--- config.mk ---
export PLATFORM = sky130hd
export DESIGN_NAME = poly_voice_allocator
export DESIGN_NICKNAME = d
export VERILOG_FILES = /design/src/rtl/poly_voice_allocator.sv
export SDC_FILE = /design/constraint.sdc
export NUM_CORES = 1
export LEC_CHECK = 0
export ABC_AREA = 1
export BUFFER_PORTS_ARGS = -buffer_cell sky130_fd_sc_hd__buf_2
export CAP_MARGIN = 20
export CORE_UTILIZATION = 37
export CTS_BUF_LIST = sky130_fd_sc_hd__clkbuf_4
export DETAILED_ROUTE_END_ITERATION = 12
export GPL_TIMING_DRIVEN = 0
export HOLD_SLACK_MARGIN = 0.02
export PLACE_DENSITY = 0.58
export RECOVER_POWER = 50
export SLEW_MARGIN = 20
export SYNTH_ARGS = -nofsm -noshare
export SYNTH_HDL_FRONTEND = slang
export SYNTH_SLANG_ARGS = --single-unit
--- constraint.sdc ---
create_clock -name clk -period 11.3 [get_ports clk]
set_input_delay 1.695 -clock clk [delete_from_list [all_inputs] [get_ports clk]]
set_output_delay 1.695 -clock clk [all_outputs]
set_load 0.05 [all_outputs]
--- src/rtl/poly_voice_allocator.sv ---
// rtl/poly_voice_allocator.sv - polyphonic voice allocator with command FIFO and oldest-voice stealing
// Ports:
//   clk, reset (async, active-low)
//   avs_s0_write/avs_s0_writedata : note command push ([15]=on, [14:8]=note, [7:0]=velocity)
//   avs_s0_read/avs_s0_readdata   : status word (active mask, overflow, FIFO count, busy FSM)
//   o_voice_active/note/vel       : per-voice state for the oscillator bank
//   o_voice_start/o_voice_stop    : one-cycle per-voice pulses
//   o_busy                        : FSM not idle or FIFO non-empty
module poly_voice_allocator #(
    parameter int VOICES        = 8,
    parameter int NOTE_W        = 7,
    parameter int VEL_W         = 8,
    parameter int FIFO_DEPTH    = 4,
    parameter int STOP_ALL_NOTE = 127,
    parameter int AGE_W         = 8
) (
    input  logic                     clk,
    input  logic                     reset,
    input  logic                     avs_s0_write,
    input  logic [31:0]              avs_s0_writedata,
    input  logic                     avs_s0_read,
    output logic [31:0]              avs_s0_readdata,
    output logic [VOICES-1:0]        o_voice_active,
    output logic [VOICES*NOTE_W-1:0] o_voice_note,
    output logic [VOICES*VEL_W-1:0]  o_voice_vel,
    output logic [VOICES-1:0]        o_voice_start,
    output logic [VOICES-1:0]        o_voice_stop,
    output logic                     o_busy
);
    localparam int PTR_W = $clog2(FIFO_DEPTH);
    localparam int CNT_W = PTR_W + 1;
    localparam int IDX_W = (VOICES > 1) ? $clog2(VOICES) : 1;

    typedef enum logic [1:0] {S_IDLE, S_MATCH, S_APPLY} state_t;

    state_t              r_state, w_state_nxt;
    logic [15:0]         r_fifo [FIFO_DEPTH];
    logic [PTR_W-1:0]    r_wptr, r_rptr;
    logic [CNT_W-1:0]    r_count;
    logic                r_ovf;
    logic [15:0]         r_cmd;
    logic [VOICES-1:0]   r_active, r_start, r_stop;
    logic [NOTE_W-1:0]   r_note [VOICES];
    logic [VEL_W-1:0]    r_vel  [VOICES];
    logic [AGE_W-1:0]    r_age  [VOICES];
    logic                r_match_ok, r_free_ok;
    logic [IDX_W-1:0]    r_match_idx, r_free_idx, r_old_idx;

    logic                w_full, w_push, w_pop, w_ovf_set;
    logic                w_cmd_on, w_steal;
    logic [NOTE_W-1:0]   w_cmd_note;
    logic [VEL_W-1:0]    w_cmd_vel;
    logic                w_match_ok, w_free_ok, w_old_ok;
    logic [IDX_W-1:0]    w_match_idx, w_free_idx, w_old_idx, w_tgt;
    logic [AGE_W-1:0]    w_old_age;
    logic [2:0]          w_cnt_sat;
    logic                w_unused_wdata;

    assign w_unused_wdata = ^avs_s0_writedata[31:16];

    // Fullness is judged on the pre-edge count, so a write into a full FIFO is lost
    // even when the FSM pops in the same cycle.
    assign w_full    = (r_count == CNT_W'(FIFO_DEPTH));
    assign w_push    = avs_s0_write && !w_full;
    assign w_ovf_set = avs_s0_write && w_full;

    assign w_cmd_on   = r_cmd[15];
    assign w_cmd_note = NOTE_W'(r_cmd[14:8]);
    assign w_cmd_vel  = VEL_W'(r_cmd[7:0]);

    always_ff @(posedge clk or negedge reset) begin
        if (!reset) begin
            r_state <= S_IDLE;
        end else begin
            r_state <= w_state_nxt;
        end
    end

    always_comb begin
        w_state_nxt = r_state;
        w_pop       = 1'b0;
        case (r_state)
            S_IDLE: begin
                if (r_count != '0) begin
                    w_pop       = 1'b1;
                    w_state_nxt = S_MATCH;
                end
            end
            S_MATCH: w_state_nxt = S_APPLY;
            S_APPLY: w_state_nxt = S_IDLE;
            default: w_state_nxt = S_IDLE;
        endcase
    end

    always_ff @(posedge clk) begin
        if (w_push) begin
            r_fifo[r_wptr] <= avs_s0_writedata[15:0];
        end
    end

    always_ff @(posedge clk or negedge reset) begin
        if (!reset) begin
            r_wptr  <= '0;
            r_rptr  <= '0;
            r_count <= '0;
            r_ovf   <= 1'b0;
            r_cmd   <= '0;
        end else begin
            if (w_push) begin
                r_wptr <= r_wptr + 1'b1;
            end
            if (w_pop) begin
                r_rptr <= r_rptr + 1'b1;
                r_cmd  <= r_fifo[r_rptr];
            end
            case ({w_push, w_pop})
                2'b10:   r_count <= r_count + 1'b1;
                2'b01:   r_count <= r_count - 1'b1;
                default: r_count <= r_count;
            endcase
            // A read clears the sticky flag, but an overflow in the same cycle wins.
            r_ovf <= avs_s0_read ? w_ovf_set : (r_ovf | w_ovf_set);
        end
    end

    // Voice search over the current tables; the tables only change in APPLY, so the
    // results registered in MATCH are still valid when APPLY uses them.
    always_comb begin
        w_match_ok  = 1'b0;
        w_match_idx = '0;
        w_free_ok   = 1'b0;
        w_free_idx  = '0;
        w_old_ok    = 1'b0;
        w_old_idx   = '0;
        w_old_age   = '0;
        for (int i = 0; i < VOICES; i++) begin
            if (!w_match_ok && r_active[i] && (r_note[i] == w_cmd_note)) begin
                w_match_ok  = 1'b1;
                w_match_idx = IDX_W'(i);
            end
            if (!w_free_ok && !r_active[i]) begin
                w_free_ok  = 1'b1;
                w_free_idx = IDX_W'(i);
            end
            // Strict greater-than keeps the lowest index on equal ages.
            if (r_active[i] && (!w_old_ok || (r_age[i] > w_old_age))) begin
                w_old_ok  = 1'b1;
                w_old_idx = IDX_W'(i);
                w_old_age = r_age[i];
            end
        end
    end

    always_ff @(posedge clk or negedge reset) begin
        if (!reset) begin
            r_match_ok  <= 1'b0;
            r_free_ok   <= 1'b0;
            r_match_idx <= '0;
            r_free_idx  <= '0;
            r_old_idx   <= '0;
        end else if (r_state == S_MATCH) begin
            r_match_ok  <= w_match_ok;
            r_free_ok   <= w_free_ok;
            r_match_idx <= w_match_idx;
            r_free_idx  <= w_free_idx;
            r_old_idx   <= w_old_idx;
        end
    end

    assign w_steal = !r_match_ok && !r_free_ok;
    assign w_tgt   = r_match_ok ? r_match_idx : (r_free_ok ? r_free_idx : r_old_idx);

    always_ff @(posedge clk or negedge reset) begin
        if (!reset) begin
            r_active <= '0;
            r_start  <= '0;
            r_stop   <= '0;
            for (int i = 0; i < VOICES; i++) begin
                r_note[i] <= '0;
                r_vel[i]  <= '0;
                r_age[i]  <= '0;
            end
        end else begin
            r_start <= '0;
            r_stop  <= '0;
            if (r_state == S_APPLY) begin
                if (w_cmd_on) begin
                    // Age every active voice; the target's age is overridden below.
                    for (int i = 0; i < VOICES; i++) begin
                        if (r_active[i] && (r_age[i] != {AGE_W{1'b1}})) begin
                            r_age[i] <= r_age[i] + 1'b1;
                        end
                    end
                    r_active[w_tgt] <= 1'b1;
                    r_note[w_tgt]   <= w_cmd_note;
                    r_vel[w_tgt]    <= w_cmd_vel;
                    r_age[w_tgt]    <= '0;
                    r_start[w_tgt]  <= 1'b1;
                    r_stop[w_tgt]   <= w_steal;
                end else if (w_cmd_note == NOTE_W'(STOP_ALL_NOTE)) begin
                    r_stop   <= r_active;
                    r_active <= '0;
                    for (int i = 0; i < VOICES; i++) begin
                        r_age[i] <= '0;
                    end
                end else if (r_match_ok) begin
                    r_active[r_match_idx] <= 1'b0;
                    r_stop[r_match_idx]   <= 1'b1;
                    r_age[r_match_idx]    <= '0;
                end
            end
        end
    end

    always_comb begin
        o_voice_note = '0;
        o_voice_vel  = '0;
        for (int i = 0; i < VOICES; i++) begin
            o_voice_note[i*NOTE_W +: NOTE_W] = r_note[i];
            o_voice_vel[i*VEL_W +: VEL_W]    = r_vel[i];
        end
    end

    assign w_cnt_sat = (32'(r_count) > 32'd7) ? 3'd7 : 3'(r_count);

    always_comb begin
        avs_s0_readdata        = '0;
        avs_s0_readdata[15:0]  = 16'(r_active);
        avs_s0_readdata[16]    = r_ovf;
        avs_s0_readdata[19:17] = w_cnt_sat;
        avs_s0_readdata[20]    = (r_state != S_IDLE);
    end

    assign o_voice_active = r_active;
    assign o_voice_start  = r_start;
    assign o_voice_stop   = r_stop;
    assign o_busy         = (r_state != S_IDLE) || (r_count != '0);

endmodule
Word-level counts from Yosys, hierarchy flattened
Memories as Yosys holds them, arrays and structs flattened. A register that Yosys moved wholly into a read port is not among the register bits.
Cells that the tools add are included.
{"block": "word_totals", "reg_bits": 229, "ramBits": 64, "mem_count": 1}
{"block": "classes", "add_sub_neg": 12, "magnitude_cmp": 15, "n_eq_ne": 23, "mux": 109, "bitwise_logic": 11, "n_reduce_logical": 90}
{"name": "r_fifo", "words": 4, "width": 16, "rd": 1, "rd_clocked_by_memory_dff": 1, "wr": 1, "line_no": "37", "source": "logic [15:0] r_fifo [FIFO_DEPTH];"}
{"operator": "8-bit 2-to-1 mux", "count": 42}
{"operator": "64-bit 2-to-1 mux", "count": 3}
{"operator": "64-bit AND", "count": 2}
{"operator": "64-bit inverter", "count": 2}
{"operator": "8-bit by 1-bit adder with 8-bit output, second input constant", "count": 8}
{"operator": "64-bit bitwise mux", "count": 1}
{"operator": "8-bit != test, second input constant", "count": 8}
{"operator": "3-bit 2-to-1 mux", "count": 20}
{"operator": "56-bit bitwise mux", "count": 1}
{"operator": "7-bit == test", "count": 8}
{"operator": "8-bit > comparator", "count": 7}
{"operator": "8-bit demux with 3-bit select", "count": 2}
{"operator": "1-bit logical AND", "count": 44}
{"operator": "1-bit 2-to-1 mux", "count": 33}
{"operator": "1-bit logical NOT", "count": 31}
{"operator": "7-bit demux with 3-bit select", "count": 1}
{"operator": "8-bit AND", "count": 2}
{"operator": "4-bit greater-or-equal comparator, second input constant", "count": 2}
{"operator": "1-bit logical OR", "count": 8}
{"operator": "3-bit by 4-bit less-than comparator with 1-bit output, second input constant", "count": 2}
{"operator": "4-bit by 1-bit less-than comparator with 1-bit output, second input constant", "count": 2}
{"operator": "3-bit inverter with 4-bit output", "count": 2}
{"operator": "8-bit inverter", "count": 1}
{"operator": "8-bit bitwise OR", "count": 1}
{"operator": "19 further kinds", "count": 27}

Depth between registers and ports, before layout
Gate-level depths: netlist of the first run.
{"block": "depth", "depth_word": 31, "depth_mapped": 84}

Worst setup path after synthesis of the first run
No wires, ideal clock.
{"block": "synth_timing", "path_kind": "flip-flop to flip-flop", "startpoint": "register r_active[0] (netlist: o_voice_active[0])", "endpoint": "register r_old_idx[2]", "setup_ns": 0.130, "arrival_time_ns": 9.372, "slack_ns": 1.798, "path_stages_with_launch": 78, "n_path_buf": 5, "synth_period_minus_slack_ns": 9.502, "path_cell_list": "dfrtp_1 buf_2 clkbuf_1 nand2_1 ha_1 a21o_1 nor2_1 nand2_1 nand2_1 nand2_2 nand2_1 nand2_1 nand2_1 inv_1 ha_1 inv_1 nor2_1 o21ai_0 (+42 left out) nand2_1 nor2_1 nand3_1 nor2_1 o22ai_1 nand2_2 inv_2 nand2_1 nand2_1 ha_1 a21oi_1 o21ai_0 a21oi_1 o32ai_1 nand2_1 nand2_1 nor2_1 a22oi_1"}
{"block": "synth_via", "elab_chain_len": 29, "elab_cells_between_ends": 47}
{"element": "from (decl)", "line_no": "42", "source": "logic [VOICES-1:0] r_active, r_start, r_stop;"}
{"element": "from (signal assigned)", "line_no": "175", "source": "r_active <= '0;"}
{"element": "from (signal, indexed assignment)", "line_no": "194", "source": "r_active[w_tgt] <= 1'b1;"}
{"element": "from (signal assigned)", "line_no": "202", "source": "r_active <= '0;"}
{"element": "8-bit 2-to-1 mux / 1-bit 2-to-1 mux (equally long branches)", "line_no": "146", "source": "if (r_active[i] && (!w_old_ok || (r_age[i] > w_old_age))) begin"}
{"element": "8-bit > comparator / 1-bit logical NOT (equally long branches)", "line_no": "146"}
{"element": "1-bit logical OR", "line_no": "146"}
{"element": "1-bit logical AND", "line_no": "146"}
{"element": "8-bit 2-to-1 mux / 1-bit 2-to-1 mux (equally long branches)", "line_no": "146"}
{"element": "8-bit > comparator / 1-bit logical NOT (equally long branches)", "line_no": "146"}
{"element": "1-bit logical OR", "line_no": "146"}
{"element": "1-bit logical AND", "line_no": "146"}
{"element": "(+13 left out)"}
{"element": "8-bit > comparator / 1-bit logical NOT (equally long branches)", "line_no": "146"}
{"element": "1-bit logical OR", "line_no": "146"}
{"element": "1-bit logical AND", "line_no": "146"}
{"element": "8-bit 2-to-1 mux / 1-bit 2-to-1 mux (equally long branches)", "line_no": "146"}
{"element": "8-bit > comparator / 1-bit logical NOT (equally long branches)", "line_no": "146"}
{"element": "1-bit logical OR", "line_no": "146"}
{"element": "1-bit logical AND", "line_no": "146"}
{"element": "3-bit 2-to-1 mux *", "line_no": "146"}
{"element": "to (signal assigned)", "line_no": "166", "source": "r_old_idx <= w_old_idx;"}
{"element": "to (decl)", "line_no": "47", "source": "logic [IDX_W-1:0] r_match_idx, r_free_idx, r_old_idx;"}
Mark *: on every way between the ends. The rest lies on a longest branch, timed or not.
A chain may end at the register's enable or synchronous reset.

Final worst setup path of the first run
Same ends and word-level chain as after synthesis.

==> flow_summary.yaml, run 1 <==
power:
  powerDensity_nw_per_um2: 326
  cellLeakagePower_nw: 9.05
  ir_drop_v: 0.000191
cells_and_area:
  synthToLayoutAreaGrowth_pct: 16.6
  fin_area_um2: 19000
  drive_gt1_share_pct: 17.0
  nets: 2304
worst_setup_path:
  cp-end-kind: "flop"
  cp.depth: 76
  crit_slowest_cell: "dfrtp_1"
  worstPathRequired_ns: 11.97
  r2r_cells: 76
  critPathKind: "reg -> reg"
  worstReg2RegStart: "o_voice_active[0]$_DFFE_PN0P_"
  startpoint_type: "flop"
  path_delay_family: "simple AND/OR/NAND/NOR gates"
  cp.arrival_ns: 10.95
  rrSetupSlack_ns: 1.01
  path_common_cell: "nand2_1"
  worstReg2RegEnd: "r_old_idx[2]$_DFFE_PN0N_"
  crit_path_max_fanout: 11
  slowest_delay_ns: 0.36
  crit_buf_inv: 11
synth:
  synth_top_flop_cell: "dfrtp_1"
  ys_seq_area_share_pct: 49.4
  yosys_warnings: 0
  synthCells: 1903
  synth-seq-cells: 309
  synthArstFlopShare_pct: 79.3
  yosysUniqueCellTypes: 61
  syn_area_um2: 16300
  synth_edf_count: 64
  synth_area_per_cell_um2: 8.56
grt:
  grt_use_total_pct: 22.6
  grt_pass1_vias: 14329
  grt_start_max_net_pins: 99
  grt_pass1_wl_mm: 78.1
  grt_antenna_before_repair: 2
  grt_overflow: 0
timing:
  finalSetupViolations: 0
  rsz0062_at_grt: "false"
  finalHoldViolations: 0
  min_period_over_period_pct: 91.0
  drv_slew: 150
  fin_skew_ns: 0.0384
  maxSlewHeadroom_pct: -195
  tightest_slew_ns: 4.43
  min_period_ns: 10.29
  setup_tns_ns: 0
  fmax_mhz: 97.2
placement:
  post_dp_cell_area_um2: 18100
  place_congestion: 0.907
  dp_hpwl_mm: 37.2
  place.port_buffers: 177
route:
  routed_wl_mm: 49.9
  drt-pass1-iter-count: 7
  drt_iter0_markers: 927
  postRouteAntennaNets: 0
  drc: 0
  viasPerCell: 5.09
  wl_per_cell_um: 17.6
  vias: 14464
clock_network:
  clk_latency_ns: 0.81
  numCtsBuffers: 87
  cts_tree: "done"
  cts_sinks: 309
  clk_pin_slew_worst_paths_ns: 0.06
  root_buffer: "clkbuf_4"
  htreeDepth: 3
  ctsHoldBuffers: 0
  cts.path.max_buffers: 3
floorplan:
  core_area_um2: 43300
  fp.dieArea_um2: 44900
  die_w_um: 212
  rows: 76
  io_pins: 213
  die_h_um: 212
  initial_core_util_pct: 37.6
worst_hold_path:
  hold_depth: 2
  hold_start: "o_voice_vel[40]$_DFFE_PN0P_"
  hold_class: "reg -> reg"
  hold_end: "o_voice_vel[40]$_DFFE_PN0P_"
outcome:
  status: "complete, but fails checks"
  violations: "max-capacitance violations, max-slew violations"
run:
  maxCapViolations: 2
## flip-flops by register name (all words and copies together) (netlist names), 8 cells and up
signal / count
o_voice_stop: 8
o_voice_note: 56
r_fifo: 64
r_cmd: 16
r_age: 64
o_voice_start: 8
o_voice_vel: 64
o_voice_active: 8
## where the power goes
group | total (mW) | internal (mW) | switching (mW)
Clock | 0.994 | 0.514 | 0.481
Sequential | 1.70 | 1.45 | 0.248
Combinational | 3.49 | 1.01 | 2.49
Total | 6.19 | 2.97 | 3.22
## through the flow
step                      std cells  util (%)  power (mW)  hold slack (ns)  setup slack (ns)
after global routing           2838      43.9        6.71            0.506            0.0201
final                          2839      43.9        6.19            0.479              1.01
after floorplan                1921         -        4.17            0.487              1.80
after CTS                      2832      44.2        6.22            0.488             0.222
after detailed placement       2689      41.8        5.20            0.472             0.270
after global placement         2683      41.5        5.12            0.463             0.347
## metal layers
metal	vias to the layer above	global-route usage, %	routed length [um]
met2	451	35.8	23200
met5	-	0	0
li1	7013	-	-
met1	6916	29.2	21500
met3	84	6.19	3840
met4	0	9.20	1300
## final cells by class
| type | instances | area, um^2 |
|---|---|---|
| flip-flops and latches | 309 | 8050 |
| repair buffers | 187 | 940 |
| clock inverters | 15 | 78.8 |
| inverters | 212 | 806 |
| multi-input cells | 1311 | 6920 |
| clock buffers | 128 | 961 |
| fillers | 4337 | 24300 |
| repair inverters | 1 | 7.51 |
| plain buffers | 89 | 493 |
| diodes | 2 | 5.00 |
| well taps | 585 | 732 |
## worst max-delay path by stage
stage | slack (ns) | endpoint | start
after floorplan | 1.80 | r_old_idx[2]$_DFFE_PN0N_ | o_voice_active[0]$_DFFE_PN0P_
after global placement | 0.35 | r_old_idx[1]$_DFFE_PN0N_ | o_voice_active[0]$_DFFE_PN0P_
after detailed placement | 0.27 | r_old_idx[1]$_DFFE_PN0N_ | o_voice_active[0]$_DFFE_PN0P_
after CTS | 0.22 | r_old_idx[2]$_DFFE_PN0N_ | o_voice_active[0]$_DFFE_PN0P_
after global routing | 0.02 | r_old_idx[2]$_DFFE_PN0N_ | o_voice_active[0]$_DFFE_PN0P_
final | 1.01 | r_old_idx[2]$_DFFE_PN0N_ | o_voice_active[0]$_DFFE_PN0P_
## Yosys cell counts (17+ instances only)
| cell type | n | share of area [%] |
|---|---|---|
| edfxtp_1 | 64 | 12 |
| nand2_1 | 407 | 9.4 |
| and2_1 | 17 | 0.65 |
| dfrtp_1 | 245 | 38 |
| buf_2 | 21 | 0.65 |
| inv_2 | 21 | 0.48 |
| inv_1 | 188 | 4.3 |
| a31oi_1 | 21 | 0.81 |
| clkbuf_1 | 30 | 0.69 |
| nand4_1 | 27 | 1.0 |
| nor2_1 | 159 | 3.7 |
| ha_1 | 69 | 5.3 |
| buf_4 | 32 | 1.5 |
| a21oi_1 | 72 | 2.2 |
| o32ai_1 | 20 | 1.1 |
| nor3_1 | 20 | 0.61 |
| xor2_1 | 27 | 1.5 |
| o21ai_1 | 34 | 1.0 |
| nand3_1 | 94 | 2.9 |
| o21ai_0 | 205 | 6.3 |
| o22ai_1 | 20 | 0.77 |
## cells by family (layout without fill, tap and decap cells)
| group | count (synthesis) | after routing | synth area share (%) |
|---|---|---|---|
| AND/OR/NAND/NOR | 753 | 753 | 19.8 |
| AO/OA/AOI/OAI | 432 | 432 | 15.4 |
| flip-flops | 309 | 309 | 49.4 |
| buffers and inverters | 301 | 632 | 8.00 |
| adder cells (fa/ha/maj) | 70 | 70 | 5.42 |
| XOR/XNOR | 37 | 37 | 1.99 |
| other | 1 | 21 | 0.0230 |
## worst register-to-register path: cells and delay by family (launching register included)
family	cells	cell delay (ns)
AND/OR/NAND/NOR	41	3.76
AO/OA/AOI/OAI	17	2.28
flip-flops	1	0.36
adder cells (fa/ha/maj)	7	2.02
buffers and inverters	11	1.76
## cells in the final DEF (no fill, tap or decap), types with 19 or more instances in the layout
cell / synthesis / routed
nor2_1: 159 / 169
inv_1: 188 / 195
o21ai_1: 34 / 21
a21oi_1: 72 / 75
dfrtp_1: 245 / 245
nor3_1: 20 / 20
ha_1: 69 / 69
buf_2: 21 / 168
nand2_1: 407 / 406
a31oi_1: 21 / 21
o32ai_1: 20 / 20
clkbuf_4: 0 / 133
o22ai_1: 20 / 20
buf_4: 32 / 36
nand3_1: 94 / 94
clkbuf_1: 30 / 62
xor2_1: 27 / 27
edfxtp_1: 64 / 64
conb_1: 1 / 19
nand4_1: 27 / 27
o21ai_0: 205 / 219
## what timing repair did
action / in CTS / in global routing
setup endpoints to repair: 0 / 3
buffers inserted: 0 / 4
gates resized for setup: 0 / 18
No activity file was read; power rests on OpenSTA's default activity.
==> inputs of run 2 (changes only) <==
- ABC_AREA: 1 -> default
==> run 2 against run 1 <==
Compared with the run above:
- the run still ends with max-capacitance violations, max-slew violations left
- combinational power decreased by 14%
- first-iteration DRC count down 15%
- non-clock buffer count up 41
- power shrank 8.9%
- global-route usage is 0.53 points lower
- sequential power fell by 6%
- setup slack lost 0.59 ns
- count of clock-buffer cells in the layout increased by 9
==> flow_summary.yaml, run 2 <==
clock_network:
  cts.path.max_buffers: 3
  numCtsBuffers: 85
  htreeDepth: 3
  clk_latency_ns: 0.79
  root_buffer: "clkbuf_4"
  clk_pin_slew_worst_paths_ns: 0.07
  cts_tree: "done"
  ctsHoldBuffers: 0
  cts_sinks: 309
worst_setup_path:
  worstReg2RegEnd: "r_old_idx[2]$_DFFE_PN0N_"
  worstReg2RegStart: "o_voice_active[0]$_DFFE_PN0P_"
  path_common_cell: "ha_1"
  crit_path_max_fanout: 9
  slowest_delay_ns: 0.45
  cp-end-kind: "flop"
  cp.arrival_ns: 11.60
  startpoint_type: "flop"
  r2r_cells: 58
  crit_slowest_cell: "dfrtp_2"
  worstPathRequired_ns: 12.02
  critPathKind: "reg -> reg"
  rrSetupSlack_ns: 0.42
synth:
  yosysUniqueCellTypes: 85
  ys_seq_area_share_pct: 48.9
  syn_area_um2: 16500
  synth-seq-cells: 309
  synth_top_flop_cell: "dfrtp_1"
  yosys_warnings: 0
  synth_area_per_cell_um2: 10.5
  synth.most_common_cell: "nand2_1"
  synth.largest_area_cell: "dfrtp_1"
  synth_edf_count: 64
  synth_area_leaders: "dfrtp_1, edfxtp_1, nand2_1"
  synthCells: 1569
  synthArstFlopShare_pct: 79.3
  yosysTopAreaCellShare_pct: 37.2
  synth_common_cells: "nand2_1, dfrtp_1, o21ai_0"
cells_and_area:
  n_fill_cell: 4159
  fin_cells: 2555
  drive_gt1_share_pct: 31.6
  synthToLayoutAreaGrowth_pct: 22.4
  nets: 2004
  mostFrequentLayoutCells: "nand2_1, dfrtp_1, buf_2, clkbuf_4, nor2_1"
  final_common_cell: "nand2_1"
route:
  wl_per_cell_um: 19.5
  vias: 13506
  drc: 0
  viasPerCell: 5.29
  routed_wl_mm: 49.9
  postRouteAntennaNets: 0
  drt-pass1-iter-count: 7
  drt_iter0_markers: 790
power:
  cellLeakagePower_nw: 9.42
  power_mw: 5.64
  powerDensity_nw_per_um2: 280
  ir_drop_v: 0.000169
timing:
  fmax_mhz: 91.9
  drv_slew: 192
  maxSlewHeadroom_pct: -243
  tightest_slew_ns: 5.15
  whs_ns: 0.470
  finalHoldViolations: 0
  fin_skew_ns: 0.0581
  finalSetupViolations: 0
  min_period_ns: 10.88
  setup_tns_ns: 0
  min_period_over_period_pct: 96.3
grt:
  grt_antenna_before_repair: 1
  grt_pass1_wl_mm: 76.1
  grt_use_total_pct: 22.1
  grt_pass1_vias: 13343
  grt_overflow: 0
  grt_start_max_net_pins: 95
floorplan:
  io_pins: 213
  initial_core_util_pct: 37.9
  die_h_um: 213
  rows: 76
  fp.dieArea_um2: 45400
  core_area_um2: 43500
  die_w_um: 213
worst_hold_path:
  hold_depth: 2
  hold_start: "o_voice_vel[16]$_DFFE_PN0P_"
  hold_end: "o_voice_vel[16]$_DFFE_PN0P_"
  hold_class: "reg -> reg"
placement:
  place.port_buffers: 177
  dp.cells: 2351
  place_congestion: 0.915
  dp_hpwl_mm: 35.3
outcome:
  status: "complete, but fails checks"
  violations: "max-capacitance violations, max-slew violations"
run:
  maxCapViolations: 5
-- run 2: layout make-up --
class                   instances  area (um^2)  area share (%)
multi-input cells            1142         8220            40.7
inverters                      43          165           0.819
plain buffers                  91          563            2.79
well taps                     585          732            3.63
flip-flops and latches        309         8050            39.9
clock buffers                 137         1030            5.10
diodes                          2         5.00          0.0248
repair buffers                226         1300            6.46
clock inverters                20         98.8           0.490
-- run 2: logic make-up after synthesis --
group | Yosys count | share of synthesized area (%)
and+or+nand+nor | 566 | 16.3
DFF | 309 | 48.9
AOI/OAI and AO/OA | 307 | 12.6
buffers and inverters | 136 | 4.40
muxes | 116 | 9.02
adders and majority gates | 70 | 5.36
xor gates and xnor gates | 64 | 3.40
other | 1 | 0.0228
-- run 2: how the worst max path moves through the flow --
stage                                   from  slack (ns)                  endpoint
2_1_floorplan  o_voice_active[0]$_DFFE_PN0P_        0.08  r_old_idx[0]$_DFFE_PN0N_
3_3_place_gp   o_voice_active[0]$_DFFE_PN0P_       -2.04  r_old_idx[0]$_DFFE_PN0N_
3_5_place_dp   o_voice_active[0]$_DFFE_PN0P_       -2.21  r_old_idx[0]$_DFFE_PN0N_
4_1_cts        o_voice_active[0]$_DFFE_PN0P_        0.01  r_old_idx[0]$_DFFE_PN0N_
5_1_grt        o_voice_active[0]$_DFFE_PN0P_       -0.12  r_old_idx[0]$_DFFE_PN0N_
6_report       o_voice_active[0]$_DFFE_PN0P_        0.42  r_old_idx[2]$_DFFE_PN0N_
-- run 2: power by group --
part | internal (mW) | switching (mW)
registers | 1.38 | 0.218
logic | 1.10 | 1.90
clock network | 0.551 | 0.489
total | 3.03 | 2.60
-- run 2: metal layers --
metal / track usage [%] / routed length [um] / up-vias / share of wire (%)
met2: 35.7 / 23900 / 413 / 48
met5: 0 / 0 / - / 0
li1: - / - / 6317 / -
met1: 28.4 / 21500 / 6680 / 43
met4: 9.90 / 1610 / 0 / 3.2
met3: 4.75 / 2920 / 96 / 5.9
-- run 2: metrics by stage --
stage	cell area (um^2)	worst slack [ns]	util, %
3_5_place_dp	18300	-2.21	42.0
3_3_place_gp	18200	-2.04	41.8
5_1_grt	20200	-0.124	46.4
4_1_cts	19600	0.0149	45.1
6_report	20200	0.419	46.4
2_1_floorplan	16600	0.0788	-
-- run 2: what timing repair did --
action	CTS	global route
resized for setup	27	97
cloned	0	4
setup endpoints to repair	3	3
setup buffers	17	26
pin swaps	8	45
-- run 2: critical path: cells and delay by family (launching register included) --
| family | cells | cell delay (ns) |
|---|---|---|
| and+or+nand+nor | 13 | 1.73 |
| adders and majority gates | 7 | 1.87 |
| DFF | 1 | 0.45 |
| AOI/OAI and AO/OA | 27 | 5.04 |
| buffers and inverters | 10 | 1.53 |
| muxes | 1 | 0.14 |
==> inputs of run 3 (changes only) <==
- CELL_PAD_IN_SITES_DETAIL_PLACEMENT: default -> 0
- CELL_PAD_IN_SITES_GLOBAL_PLACEMENT: default -> 1
- PLACE_DENSITY: 0.58 -> 0.7
==> run 3 against run 2 <==
Compared with the run above:
- the flow still finishes with violations (max-capacitance violations, max-slew violations)
- sequential share of layout area grew 0.090 points
- hold slack improved by 0.0072 ns
- die area unchanged
==> flow_summary.yaml, run 3 (same netlist as run 2, synthesis figures left out) <==
outcome:
  status: "complete, but fails checks"
  violations: "max-capacitance violations, max-slew violations"
floorplan:
  fp.dieArea_um2: 45400
  die_h_um: 213
  initial_core_util_pct: 37.9
  rows: 76
  core_area_um2: 43500
  die_w_um: 213
  io_pins: 213
clock_network:
  htreeDepth: 3
  cts.path.max_buffers: 3
  clk_pin_slew_worst_paths_ns: 0.06
  root_buffer: "clkbuf_4"
  numCtsBuffers: 86
  cts_tree: "done"
  clk_latency_ns: 0.77
  cts_sinks: 309
route:
  drc: 0
  postRouteAntennaNets: 0
  vias: 13386
  routed_wl_mm: 50.4
  drt-pass1-iter-count: 5
  drt_iter0_markers: 928
  viasPerCell: 5.26
  wl_per_cell_um: 19.8
power:
  ir_drop_v: 0.000165
  cellLeakagePower_nw: 9.40
  powerDensity_nw_per_um2: 279
grt:
  grt_pass1_wl_mm: 76.7
  grt_use_total_pct: 22.3
  grt_start_max_net_pins: 94
  grt_antenna_before_repair: 1
  grt_overflow: 0
  grt_pass1_vias: 13250
worst_setup_path:
  worstReg2RegEnd: "r_old_idx[2]$_DFFE_PN0N_"
  crit_buf_inv: 10
  startpoint_type: "flop"
  worstPathRequired_ns: 11.92
  slowest_delay_ns: 0.45
  rrSetupSlack_ns: 0.39
  crit_path_max_fanout: 9
  path_delay_family: "compound AO/OA/AOI/OAI gates"
  critPathKind: "reg -> reg"
  cp-end-kind: "flop"
  path_common_cell: "ha_1"
  crit_slowest_cell: "a21oi_1"
  cp.arrival_ns: 11.53
  worstReg2RegStart: "o_voice_active[0]$_DFFE_PN0P_"
  r2r_cells: 57
timing:
  fin_skew_ns: 0.0489
  fmax_mhz: 91.6
  min_period_over_period_pct: 96.6
  tightest_slew_ns: 4.56
  setup_tns_ns: 0
  finalHoldViolations: 0
  min_period_ns: 10.91
  finalSetupViolations: 0
  drv_slew: 155
  maxSlewHeadroom_pct: -204
placement:
  dp.cells: 2352
  place.port_buffers: 177
  dp_hpwl_mm: 35.9
  place_congestion: 0.909
  post_dp_cell_area_um2: 18300
cells_and_area:
  seq_area_um2: 8050
  fin_area_um2: 20100
  mostFrequentLayoutCells: "nand2_1, dfrtp_1, buf_2, clkbuf_4, nor2_1"
  synthToLayoutAreaGrowth_pct: 22.1
  drive_gt1_share_pct: 31.4
  n_fill_cell: 4174
  fin_cells: 2546
  nets: 2005
  final_common_cell: "nand2_1"
  multi_input_area_um2: 8220
worst_hold_path:
  hold_end: "o_voice_vel[36]$_DFFE_PN0P_"
  hold_depth: 2
  hold_class: "reg -> reg"
  hold_start: "o_voice_vel[36]$_DFFE_PN0P_"
run:
  maxCapViolations: 4
## run 3: changes by cell type in the layout (fill, tap and decap cells not counted), moves of 3 or more
| cell | change |
|---|---|
| nand2_1 | -3 |
| buf_4 | +3 |
| nor3_2 | -3 |
| clkbuf_4 | -10 |
| a21boi_2 | +3 |
## run 3: where the power goes
group,total (mW),switching [mW],internal (mW),leakage [nW]
Combinational,2.96,1.89,1.08,4.85
Clock,1.04,0.481,0.560,0.656
Sequential,1.61,0.223,1.38,3.90
## run 3: area by class of cell
| type | count | share of cell area, % |
|---|---|---|
| multi-input cells | 1142 | 40.9 |
| clock inverters | 22 | 0.777 |
| flip-flops and latches | 309 | 40.0 |
| well taps | 585 | 3.64 |
| repair buffers | 226 | 6.32 |
| diodes | 1 | 0.0124 |
| inverters | 43 | 0.821 |
| clock buffers | 127 | 4.74 |
| plain buffers | 91 | 2.80 |
## run 3: timing repair
action	CTS	global route
pin swaps	11	58
hold buffers	0	0
setup endpoints to repair	3	3
resized for setup	20	113
setup buffers	19	27
## run 3: per-layer routing
metal | wire length (um) | vias up | part of all wire, % | GRT usage [%]
met1 | 22400 | 6654 | 44 | 29.0
met2 | 24400 | 340 | 48 | 36.6
met4 | 1170 | 0 | 2.3 | 7.91
met5 | 0 | - | 0 | 0
met3 | 2460 | 62 | 4.9 | 4.47
li1 | - | 6330 | - | -
## run 3: through the flow
step	hold slack [ns]	utilization, %	setup slack (ns)	power, mW
after detailed placement	0.460	42.1	-2.08	4.26
after global placement	0.457	41.8	-1.93	4.22
after global routing	0.501	46.3	-0.114	5.97
after CTS	0.475	45.1	0.0108	5.42
final	0.477	46.3	0.387	5.61
after floorplan	0.450	-	0.0788	3.51
## run 3: how the worst max path moves through the flow
stage	start	end	slack, ns	cells after the start
2_1_floorplan	o_voice_active[0]$_DFFE_PN0P_	r_old_idx[0]$_DFFE_PN0N_	0.08	56
3_3_place_gp	o_voice_active[0]$_DFFE_PN0P_	r_old_idx[0]$_DFFE_PN0N_	-1.93	56
3_5_place_dp	o_voice_active[0]$_DFFE_PN0P_	r_old_idx[0]$_DFFE_PN0N_	-2.08	56
4_1_cts	o_voice_active[0]$_DFFE_PN0P_	r_old_idx[0]$_DFFE_PN0N_	0.01	58
5_1_grt	o_voice_active[0]$_DFFE_PN0P_	r_old_idx[1]$_DFFE_PN0N_	-0.11	61
6_report	o_voice_active[0]$_DFFE_PN0P_	r_old_idx[2]$_DFFE_PN0N_	0.39	57
## run 3: worst register-to-register path: cells and delay by family (launching register included)
kind	cells	cell delay (ns)
AND/OR/NAND/NOR	13	1.73
adder cells (fa/ha/maj)	7	1.98
buffers and inverters	10	1.50
flip-flops	1	0.43
multiplexers	1	0.12
AO/OA/AOI/OAI	26	5.07
